$ cat src/rtl/regfile_write_arbiter.sv
// Round-robin, lockable arbiter for the 32x64 register file's single write port.
// Build option REGARB_XZR_DROP_EN: handshake writes to index 31 (XZR) but suppress RegWrite.
module regfile_write_arbiter #(
    parameter int NREQ   = 4,
    parameter int ADDR_W = 5,
    parameter int DATA_W = 64
) (
    input  logic                    clk,
    input  logic                    reset,
    input  logic [NREQ-1:0]         req_valid,
    input  logic [NREQ-1:0]         req_lock,
    input  logic [NREQ*ADDR_W-1:0]  req_addr,
    input  logic [NREQ*DATA_W-1:0]  req_data,
    output logic [NREQ-1:0]         req_ready,
    output logic                    RegWrite,
    output logic [ADDR_W-1:0]       WriteRegister,
    output logic [DATA_W-1:0]       WriteData,
    output logic [$clog2(NREQ)-1:0] grant_id,
    output logic                    locked
);

    localparam int IDW = $clog2(NREQ);

    typedef enum logic {
        ST_IDLE   = 1'b0,
        ST_LOCKED = 1'b1
    } state_t;

    state_t            r_state;
    state_t            w_state_nxt;
    logic [IDW-1:0]    r_ptr;
    logic [IDW-1:0]    w_ptr_nxt;
    logic [IDW-1:0]    r_own;
    logic [IDW-1:0]    w_own_nxt;
    logic              r_we;
    logic [ADDR_W-1:0] r_waddr;
    logic [DATA_W-1:0] r_wdata;
    logic [IDW-1:0]    r_gid;

    logic [IDW-1:0]    w_win;
    logic              w_win_vld;
    logic              w_is_locked;
    logic [IDW-1:0]    w_gnt_id;
    logic              w_gnt_vld;
    logic              w_gnt_lock;
    logic              w_xfer;
    logic              w_we;
    logic [ADDR_W-1:0] w_gnt_addr;
    logic [DATA_W-1:0] w_gnt_data;
    logic [IDW-1:0]    w_ptr_inc;

    // Index base+offset wrapped into 0..NREQ-1 (offset is always < NREQ).
    function automatic logic [IDW-1:0] rr_index(input logic [IDW-1:0] base, input int offset);
        int sum;
        sum = int'(base) + offset;
        return (sum >= NREQ) ? IDW'(sum - NREQ) : IDW'(sum);
    endfunction

    // Round-robin scan: first valid requester starting at the pointer.
    always_comb begin
        w_win     = '0;
        w_win_vld = 1'b0;
        for (int k = 0; k < NREQ; k++) begin
            w_win     = (!w_win_vld && req_valid[rr_index(r_ptr, k)]) ? rr_index(r_ptr, k) : w_win;
            w_win_vld = w_win_vld | req_valid[rr_index(r_ptr, k)];
        end
    end

    // While locked only the owner competes; reset masks every grant.
    assign w_is_locked = (r_state == ST_LOCKED);
    assign w_gnt_id    = w_is_locked ? r_own : w_win;
    assign w_gnt_vld   = w_is_locked ? req_valid[r_own] : w_win_vld;
    assign w_xfer      = w_gnt_vld & ~reset;
    assign req_ready   = w_xfer ? (NREQ'(1) << w_gnt_id) : '0;
    assign w_gnt_lock  = req_lock[w_gnt_id];
    assign w_gnt_addr  = req_addr[int'(w_gnt_id)*ADDR_W +: ADDR_W];
    assign w_gnt_data  = req_data[int'(w_gnt_id)*DATA_W +: DATA_W];
    assign w_ptr_inc   = rr_index(w_gnt_id, 1);

`ifdef REGARB_XZR_DROP_EN
    assign w_we = w_xfer && (w_gnt_addr != ADDR_W'(31));
`else
    assign w_we = w_xfer;
`endif

    // Next-state logic for the IDLE/LOCKED FSM, pointer and lock owner.
    always_comb begin
        w_state_nxt = r_state;
        w_own_nxt   = r_own;
        w_ptr_nxt   = r_ptr;
        case (r_state)
            ST_IDLE: begin
                if (w_xfer) begin
                    w_ptr_nxt = w_ptr_inc;
                    if (w_gnt_lock) begin
                        w_state_nxt = ST_LOCKED;
                        w_own_nxt   = w_gnt_id;
                    end else begin
                        w_state_nxt = ST_IDLE;
                    end
                end else begin
                    w_state_nxt = ST_IDLE;
                end
            end
            ST_LOCKED: begin
                // Pointer already sits at own+1; a missing request also releases.
                if (w_xfer && w_gnt_lock) begin
                    w_state_nxt = ST_LOCKED;
                end else begin
                    w_state_nxt = ST_IDLE;
                end
            end
            default: begin
                w_state_nxt = ST_IDLE;
            end
        endcase
    end

    // State registers and the registered register-file output stage.
    always_ff @(posedge clk) begin
        if (reset) begin
            r_state <= ST_IDLE;
            r_ptr   <= '0;
            r_own   <= '0;
            r_we    <= 1'b0;
            r_waddr <= '0;
            r_wdata <= '0;
            r_gid   <= '0;
        end else begin
            r_state <= w_state_nxt;
            r_ptr   <= w_ptr_nxt;
            r_own   <= w_own_nxt;
            r_we    <= w_we;
            if (w_xfer) begin
                r_waddr <= w_gnt_addr;
                r_wdata <= w_gnt_data;
                r_gid   <= w_gnt_id;
            end else begin
                r_waddr <= r_waddr;
                r_wdata <= r_wdata;
                r_gid   <= r_gid;
            end
        end
    end

    assign RegWrite      = r_we;
    assign WriteRegister = r_waddr;
    assign WriteData     = r_wdata;
    assign grant_id      = r_gid;
    assign locked        = w_is_locked;

endmodule

$ cat config.mk
export PLATFORM = sky130hd
export DESIGN_NAME = regfile_write_arbiter
export DESIGN_NICKNAME = d
export VERILOG_FILES = /design/src/rtl/regfile_write_arbiter.sv
export SDC_FILE = /design/constraint.sdc
export NUM_CORES = 1
export LEC_CHECK = 0
export CAP_MARGIN = 10
export CELL_PAD_IN_SITES_DETAIL_PLACEMENT = 0
export CELL_PAD_IN_SITES_GLOBAL_PLACEMENT = 2
export CORE_UTILIZATION = 20
export DETAILED_ROUTE_END_ITERATION = 10
export PLACE_DENSITY = 0.95
export SKIP_LAST_GASP = 1
export SLEW_MARGIN = 20
export SYNTH_ARGS = -nofsm -noshare
export SYNTH_HDL_FRONTEND = slang
export SYNTH_SLANG_ARGS = --single-unit
$ cat constraint.sdc
create_clock -name clk -period 3.85 [get_ports clk]
set_clock_uncertainty 0.15 [all_clocks]
set_input_delay 0.385 -clock clk [delete_from_list [all_inputs] [get_ports clk]]
set_output_delay 0.385 -clock clk [all_outputs]
set_load 0.02 [all_outputs]
==> results of run 1 <==
==> worst reg2reg max path: stages, from the launching register on <==
cell	delay (ns)
dfxtp_1	0.34
nand2b_1	0.16
nor2b_2	0.17
o211ai_4	0.22
nand2_4	0.13
inv_6	0.11
buf_12	0.26
mux4_2	0.62
a22o_1	0.19
==> sequential cells by signal (all words and copies together), names as in the netlist <==
signal	count
r_own	2
r_ptr	2
RegWrite	1
locked	1
grant_id	2
WriteData	64
WriteRegister	5
==> synth_stat cells <==
| cell type | n | area share |
|---|---|---|
| and2_1 | 4 | 0.0058 |
| buf_2 | 15 | 0.017 |
| o21ai_2 | 1 | 0.0020 |
| nor2b_1 | 3 | 0.0043 |
| nand2_4 | 1 | 0.0026 |
| o21bai_1 | 1 | 0.0017 |
| inv_1 | 1 | 0.00087 |
| nor2b_2 | 2 | 0.0040 |
| a21oi_1 | 5 | 0.0058 |
| a21oi_2 | 2 | 0.0040 |
| nand2b_1 | 1 | 0.0014 |
| dfxtp_1 | 77 | 0.36 |
| a22o_1 | 69 | 0.14 |
| o21ai_0 | 3 | 0.0035 |
| nor2_2 | 1 | 0.0014 |
| inv_2 | 1 | 0.00087 |
| mux2i_1 | 5 | 0.012 |
| clkbuf_1 | 7 | 0.0061 |
| mux4_2 | 70 | 0.36 |
| nor2_1 | 5 | 0.0043 |
| o21ba_2 | 1 | 0.0023 |
| mux2_1 | 1 | 0.0026 |
| a211oi_1 | 1 | 0.0017 |
| buf_4 | 2 | 0.0035 |
| o211ai_4 | 1 | 0.0049 |
| inv_6 | 1 | 0.0020 |
| ha_1 | 4 | 0.012 |
| nor3_2 | 1 | 0.0023 |
| o22ai_1 | 1 | 0.0014 |
| o2bb2ai_1 | 1 | 0.0020 |
| a221oi_1 | 1 | 0.0020 |
| a211oi_2 | 1 | 0.0029 |
| buf_6 | 7 | 0.018 |
| nand2_1 | 5 | 0.0043 |
==> routing by layer <==
metal / global-route usage / wire length [um]
met5: 0 / 0
met2: 0.271 / 8990
met3: 0.0413 / 1310
met1: 0.192 / 7200
met4: 0.0490 / 265
==> logic make-up after synthesis <==
| family | count (synthesis) | synth area share |
|---|---|---|
| multiplexers | 76 | 0.379 |
| flip-flops | 77 | 0.356 |
| AO/OA/AOI/OAI | 88 | 0.174 |
| adder cells (fa/ha/maj) | 4 | 0.0116 |
| buffers and inverters | 34 | 0.0489 |
| AND/OR/NAND/NOR | 23 | 0.0307 |
==> path summary, 6_finish.rpt <==
| check | from | to | slack, ns |
|---|---|---|---|
| worst max-delay path | req_valid[2] | req_ready[3] | 0.73 |
| worst min register to register | WriteData[34] | WriteData[34] | 0.33 |
| worst min-delay path | WriteData[34] | WriteData[34] | 0.33 |
| worst max register to register | r_ptr[0] | WriteData[31] | 1.39 |
==> stage by stage <==
stage | hold WS, ns | util
2_1_floorplan | 0.334 | -
3_3_place_gp | 0.308 | 0.389
3_5_place_dp | 0.315 | 0.389
4_1_cts | 0.330 | 0.404
5_1_grt | 0.342 | 0.404
6_report | 0.328 | 0.404
==> layout make-up <==
cell class	instances	area (um2)
clock buffer	11	233
clock inverter	5	83.8
fill	2071	12600
inverter	3	16.3
multi-input combinational	191	2590
sequential	77	1540
tap	275	344
timing repair buffer	371	3720
==> power by group <==
group          switching [mW]  internal [mW]  leakage (nW)
combinational            1.51           1.91          2.35
sequential              0.212           1.15         0.639
clock                   0.354          0.571         0.146
==> metrics.txt, run 1 <==
status completed; total CTS buffers 9; final setup fails 0; CP peak stage delay 0.55 ns; PnR Total Power 5.70 mW; Area growth, synth to finish 96.9%; Finished Cell Area 8520 um2; Slew HR 0.635; worst vdd ir 0.000350 V; fin. max-slew vios 0; IO buf count 362; vias in the first global route 4508; TNS Setup 0 ns; DP Wirelength 14400 um; CP startpoint kind primary input; Crit path depth 9; fin crit share 0.810; I/O pin count 363; Layout Nets 943; Crit path max-delay family buffers and inverters; cell mode on critical path clkdlybuf4s50_1; Die Area 22200 um2; core area 21100 um2; routed wire length 17800 um; Max Freq 0.320 GHz; Core Rows 53; wire length per cell 19.0 um; WHS Path Cells 1; Initial Util 0.205; pin count of the biggest net entering global routing 40; Routed Antenna Nets 0; synthesized cell area 4330 um2; initial antenna violation count 0; GRT Util Overall 0.158; drt pass-1 iters 4; CP max stage cell clkdlybuf4s50_1; Root Driver clkbuf_16; placed cell areas 8200 um2; Syn Area/Cell 14.3 um2; routability cong. 0.790; max cap viols 0; post-route insts no fill 933; crit path cell chain clkdlybuf4s50_1 -> nor2b_2 -> a211oi_2 -> nor3_2 -> a21oi_2 -> inv_2 -> ha_1 -> and2_1 -> clkdlybuf4s50_1; first-pass GRT wire length 26500 um; most frequent cells in the layout 362 x clkdlybuf4s50_1, 77 x dfxtp_1, 70 x mux4_2; pre-CTS WS 0.722 ns; DRT iter0 DRCs 110; post-layout worst setup margin 0.730 ns; CTS tree done; most common cell after layout, fill and taps aside clkdlybuf4s50_1; capturing element type of the critical path primary output; Clock H-tree levels 3; Critical Path Fanout Max 5; Die H 149 um; R2R cell count 8; Lkg Pwr 3.13 nW; ratio of cells with drive above 1 in the final layout 0.163; drt drc 0; sequential share of the synthesized area 0.356; min Tclk post-route 3.12 ns; clock slew at reported path FFs 0.06 ns; Yosys reg bits 77; type of the worst setup path primary input to primary output; RSZ-0062 raised after global routing false; Syn Nets 592; # resized after CTS 0; placed cells 917; Pwr Density 668 nW/um2; hold buffer count at CTS 0; via count 4266; Critical Path AT 2.59 ns; Buf/Inv on CP 3; post-synthesis cell count 302; clock sink count 77; clock latency on the worst-skew pair 0.33 ns; worst hold path type flip-flop to flip-flop; CTS Buffer Depth 2; n_diodes 0; GRT overflow 0; post-DR vias/cell 4.57; actual slew at the worst max-slew pin 0.547 ns; Setup Buffers After CTS 0; Worst Path Required 3.31 ns; Die Span X 149 um; Synth cell types 34; Ys Warns 0; Final Hold Viols 0
Note: power is estimated with default switching activity, not from simulation.
==> run 2, diff against run 1 <==
--- a/config.mk
+++ b/config.mk
@@ -8,9 +8,9 @@
 export CAP_MARGIN = 10
 export CELL_PAD_IN_SITES_DETAIL_PLACEMENT = 0
 export CELL_PAD_IN_SITES_GLOBAL_PLACEMENT = 2
-export CORE_UTILIZATION = 20
+export CORE_UTILIZATION = 17
 export DETAILED_ROUTE_END_ITERATION = 10
-export PLACE_DENSITY = 0.95
+export PLACE_DENSITY = 0.87
 export SKIP_LAST_GASP = 1
 export SLEW_MARGIN = 20
 export SYNTH_ARGS = -nofsm -noshare
==> constraint.sdc (replaced) <==
create_clock -name clk -period 2.5 [get_ports clk]
set_clock_uncertainty 0.15 [all_clocks]
set_input_delay 0.25 -clock clk [delete_from_list [all_inputs] [get_ports clk]]
set_output_delay 0.25 -clock clk [all_outputs]
set_load 0.02 [all_outputs]
==> run 2 against run 1 <==
Effect of this change:
- the flow now finishes with violations (DRC)
- largest cell class unchanged
- routed wire length rose by 8.7%
- critical path type is now flip-flop to primary output
- critical endpoint unchanged
- die area up 17%
- worst setup slack worse by 0.65 ns
- via count rose by 1.6%
==> metrics.txt, run 2 (same netlist as run 1, synthesis figures left out) <==
status complete, but fails checks; failing checks DRC; Die H 162 um; fin crit share 0.967; total CTS buffers 9; Area growth, synth to finish 104%; pin count of the biggest net entering global routing 41; Worst Path Required 2.10 ns; I/O pin count 363; fin. max-slew vios 0; post-DR vias/cell 4.30; drt drc 1; clock slew at reported path FFs 0.07 ns; first-pass GRT wire length 28000 um; core area 25000 um2; wire length per cell 19.1 um; CTS Buffer Depth 2; min Tclk post-route 2.42 ns; type of the worst setup path flip-flop to primary output; clock sink count 77; most common cell after layout, fill and taps aside clkdlybuf4s50_1; GRT overflow 0; IO buf count 362; Layout Nets 964; RSZ-0062 raised after global routing true; Largest register FFs 64; Max Freq 0.413 GHz; Die Area 26100 um2; placed cell areas 8500 um2; n_diodes 0; DP Wirelength 15600 um; Slew HR 0.676; final setup fails 0; DRT iter0 DRCs 224; post-layout worst setup margin 0.0815 ns; worst vdd ir 0.000443 V; Finished Cell Area 8840 um2; worst hold path type flip-flop to flip-flop; CTS tree done; most frequent cells in the layout 355 x clkdlybuf4s50_1, 74 x dfxtp_1, 70 x mux4_2; Multi-input gate area 2600 um2; Pwr Density 1040 nW/um2; Critical Path Fanout Max 4; vias in the first global route 4444; initial antenna violation count 0; drt pass-1 iters 7; Final Hold Viols 0; fillers 2484; routability cong. 0.790; routed wire length 19300 um; ratio of cells with drive above 1 in the final layout 0.203; Root Driver clkbuf_16; Clock H-tree levels 3; Core Rows 58; max cap viols 0; Initial Util 0.173; actual slew at the worst max-slew pin 0.486 ns; clock latency on the worst-skew pair 0.33 ns; register area 1550 um2; GRT Util Overall 0.144; pre-CTS WS -0.378 ns; CP startpoint kind flip-flop; Critical Path AT 2.02 ns; hold slack 0.325 ns; capturing element type of the critical path primary output; Final Core Density 0.353; via count 4335; Routed Antenna Nets 0; Lkg Pwr 3.28 nW; Die Span X 162 um
run 2: cell types whose count changed in the layout (fill, tap and decap cells not counted), sizes merged, moves of 2 or more:
cell / change
dlygate4sd2: +2
clkdlybuf4s15: +3
clkdlybuf4s50: -7
buf: +22
run 2: where the power goes:
group	total [mW]	leakage [nW]	internal (mW)	switching (mW)
Combinational	5.68	2.49	3.22	2.46
Sequential	2.10	0.640	1.77	0.326
Clock	1.45	0.146	0.881	0.570
Total	9.23	3.28	5.87	3.36
run 2: final timing paths:
path | startpoint | to | cells after the start | slack (ns)
worst max-delay path | r_ptr[0] | req_ready[3] | 8 | 0.08
worst max register to register | r_ptr[0] | WriteData[21] | 8 | 0.14
worst min register to register | WriteData[41] | WriteData[41] | 1 | 0.33
worst min-delay path | WriteData[41] | WriteData[41] | 1 | 0.33
run 2: final cells by class:
class	count	area share
Tap cell	330	0.0467
Inverter	3	0.00198
Clock inverter	5	0.00948
Multi-Input combinational cell	191	0.294
Clock buffer	11	0.0263
Timing Repair Buffer	392	0.447
Sequential cell	77	0.175
run 2: repair_timing:
item / CTS / global route
resized for setup: 16 / 7
endpoints found under the setup margin: 4 / 4
hold buffers: 0 / 0
buffers inserted: 0 / 1
pin swaps: 1 / 1
gates cloned: 0 / 0
run 2: critical path: stages (launching register included):
cell and delay, ns:
dfxtp_2 0.34, nand2b_1 0.16, nor2b_2 0.18, o211ai_4 0.19, nand2_4 0.09, buf_4 0.15
ha_1 0.18, and2_1 0.14, clkdlybuf4s15_2 0.25
run 2: metal layers:
| metal | routed length (um) | track usage | part of all wire | vias to the layer above |
|---|---|---|---|---|
| met5 | 0 | 0 | 0 | - |
| met4 | 248 | 0.0343 | 0.013 | 0 |
| met3 | 1500 | 0.0385 | 0.077 | 13 |
| met2 | 9630 | 0.247 | 0.50 | 196 |
| met1 | 7940 | 0.177 | 0.41 | 2116 |
| li1 | - | - | - | 2010 |
run 2: stage by stage:
stage,power [mW],cells,setup TNS [ns]
3_3_place_gp,7.82,992,-16.75
2_1_floorplan,5.43,302,0
4_1_cts,9.36,1008,0
3_5_place_dp,7.85,992,-18.15
6_report,9.23,1009,0
5_1_grt,9.77,1009,-0.00757
==> run 3, diff against run 2 <==
==> constraint.sdc (replaced) <==
create_clock -name clk -period 2.1 [get_ports clk]
set_clock_uncertainty 0.15 [all_clocks]
set_input_delay 0.21 -clock clk [delete_from_list [all_inputs] [get_ports clk]]
set_output_delay 0.21 -clock clk [all_outputs]
set_load 0.02 [all_outputs]
==> run 3 against run 2 <==
Effect of this change:
- the flow finishes with violations (DRC, setup timing)
- cell count rose by 2.9%
- sequential share of layout area down 1.1 points
- critical endpoint is now WriteData[53]
- global-route usage rose by 0.090 points
- critical path depth unchanged
- clock-buffer cell count decreased by 2
==> metrics.txt, run 3 (same netlist as run 1, synthesis figures left out) <==
most frequent cells in the layout 354 x clkdlybuf4s50_1, 74 x dfxtp_1, 70 x mux4_2; fin. max-slew vios 0; hold wc startpoint WriteData[55]; Initial Util 0.173; Final Hold Viols 0; n_diodes 0; post-DR vias/cell 4.38; Crit path max-delay family multiplexers; Routed Antenna Nets 0; placed cells 999; capturing element type of the critical path flip-flop; CTS Buffer Depth 2; Die H 162 um; Buf/Inv on CP 2; GRT overflow 0; Reg2Reg Setup Slack -0.18 ns; Lkg Pwr 3.57 nW; Area growth, synth to finish 118%; initial antenna violation count 0; Layout Nets 995; worst vdd ir 0.000516 V; hold slack 0.327 ns; crit path cell chain nand2b_4 -> nor2b_4 -> o211ai_4 -> nand2_4 -> inv_12 -> buf_16 -> mux4_2 -> a22o_1; fin crit share 1.09; Final Core Density 0.377; routability cong. 0.738; min Tclk post-route 2.28 ns; DP Wirelength 14500 um; failing checks DRC, setup timing; max cap viols 0; Slew HR 0.663; Clock H-tree levels 3; Worst Path Required 2.16 ns; Reg-to-Reg Start r_ptr[0]; worst hold path type flip-flop to flip-flop; Die Span X 162 um; clock sink count 77; Critical Path Fanout Max 7; I/O pin count 363; DRT iter0 DRCs 214; clock latency on the worst-skew pair 0.34 ns; Max Freq 0.438 GHz; GRT Util Overall 0.144; post-route insts no fill 1038; clock slew at reported path FFs 0.06 ns; final setup fails 74; WHS Path Cells 1; CP peak stage delay 0.51 ns; first-pass GRT wire length 27900 um; routed wire length 20500 um; RSZ-0062 raised after global routing true; PnR Total Power 12.3 mW; core area 25000 um2; Largest register FFs 64; actual slew at the worst max-slew pin 0.506 ns; Root Driver clkbuf_16; TNS Setup -10.35 ns; Pwr Density 1300 nW/um2; drt pass-1 iters 11; Core Rows 58; CP startpoint r_ptr[0]; drt drc 1; pre-CTS WS -0.750 ns; IO buf count 362; total CTS buffers 9; pin count of the biggest net entering global routing 44; type of the worst setup path flip-flop to flip-flop; post-layout worst setup margin -0.181 ns; placed cell areas 8560 um2; R2R cell count 8; Die Area 26100 um2; CTS tree done; status complete, but fails checks; Finished Cell Area 9450 um2; Worst Hold Endpoint WriteData[55]; CP startpoint kind flip-flop; vias in the first global route 4656; Reg-to-Reg End WriteData[53]; CP max stage cell mux4_2; most common cell after layout, fill and taps aside clkdlybuf4s50_1; Critical Path AT 2.35 ns; wire length per cell 19.8 um; ratio of cells with drive above 1 in the final layout 0.253; via count 4548
-- run 3: changes by cell type in the layout (fill, tap and decap cells not counted), sizes merged, moves of 2 or more --
| cell | before | now |
|---|---|---|
| clkdlybuf4s15 | 3 | 0 |
| bufinv | 2 | 4 |
| clkbuf | 11 | 14 |
| buf | 31 | 59 |
| dlygate4sd2 | 2 | 4 |
| clkinv | 1 | 3 |
| clkinvlp | 2 | 0 |
-- run 3: final cells by class --
type	count	area [um2]
clock buffer	9	225
clock inverter	5	125
fill	2467	15600
inverter	3	25.0
multi-input combinational	191	2680
sequential	77	1550
tap	330	413
timing repair buffer	422	4420
timing repair inverter	1	16.3
-- run 3: timing repair --
| item | in CTS | in global routing |
|---|---|---|
| gates resized for setup | 54 | 16 |
| pin swaps | 9 | 8 |
| setup endpoints to repair | 77 | 74 |
| setup buffers | 12 | 4 |
| hold buffers | 0 | 0 |
| gates cloned | 6 | 6 |
-- run 3: how the worst max path moves through the flow --
| stage | cells past startpoint | endpoint |
|---|---|---|
| after floorplan | 8 | WriteData[1] |
| after global placement | 7 | req_ready[2] |
| after detailed placement | 9 | req_ready[2] |
| after CTS | 8 | req_ready[2] |
| after global routing | 8 | WriteData[53] |
| final | 8 | WriteData[53] |
-- run 3: layer usage --
layer  global-route usage  vias up  wire, um
met5                    0        -         0
met4               0.0343        0       218
met2                0.264      211     10500
met1                0.169     2242      8400
met3               0.0347       13      1390
li1                     -     2082         -
-- run 3: power by group --
| part | total, mW | internal, mW | switching [mW] |
|---|---|---|---|
| clock network | 1.91 | 1.27 | 0.641 |
| logic | 7.94 | 4.58 | 3.36 |
| registers | 2.48 | 2.11 | 0.367 |
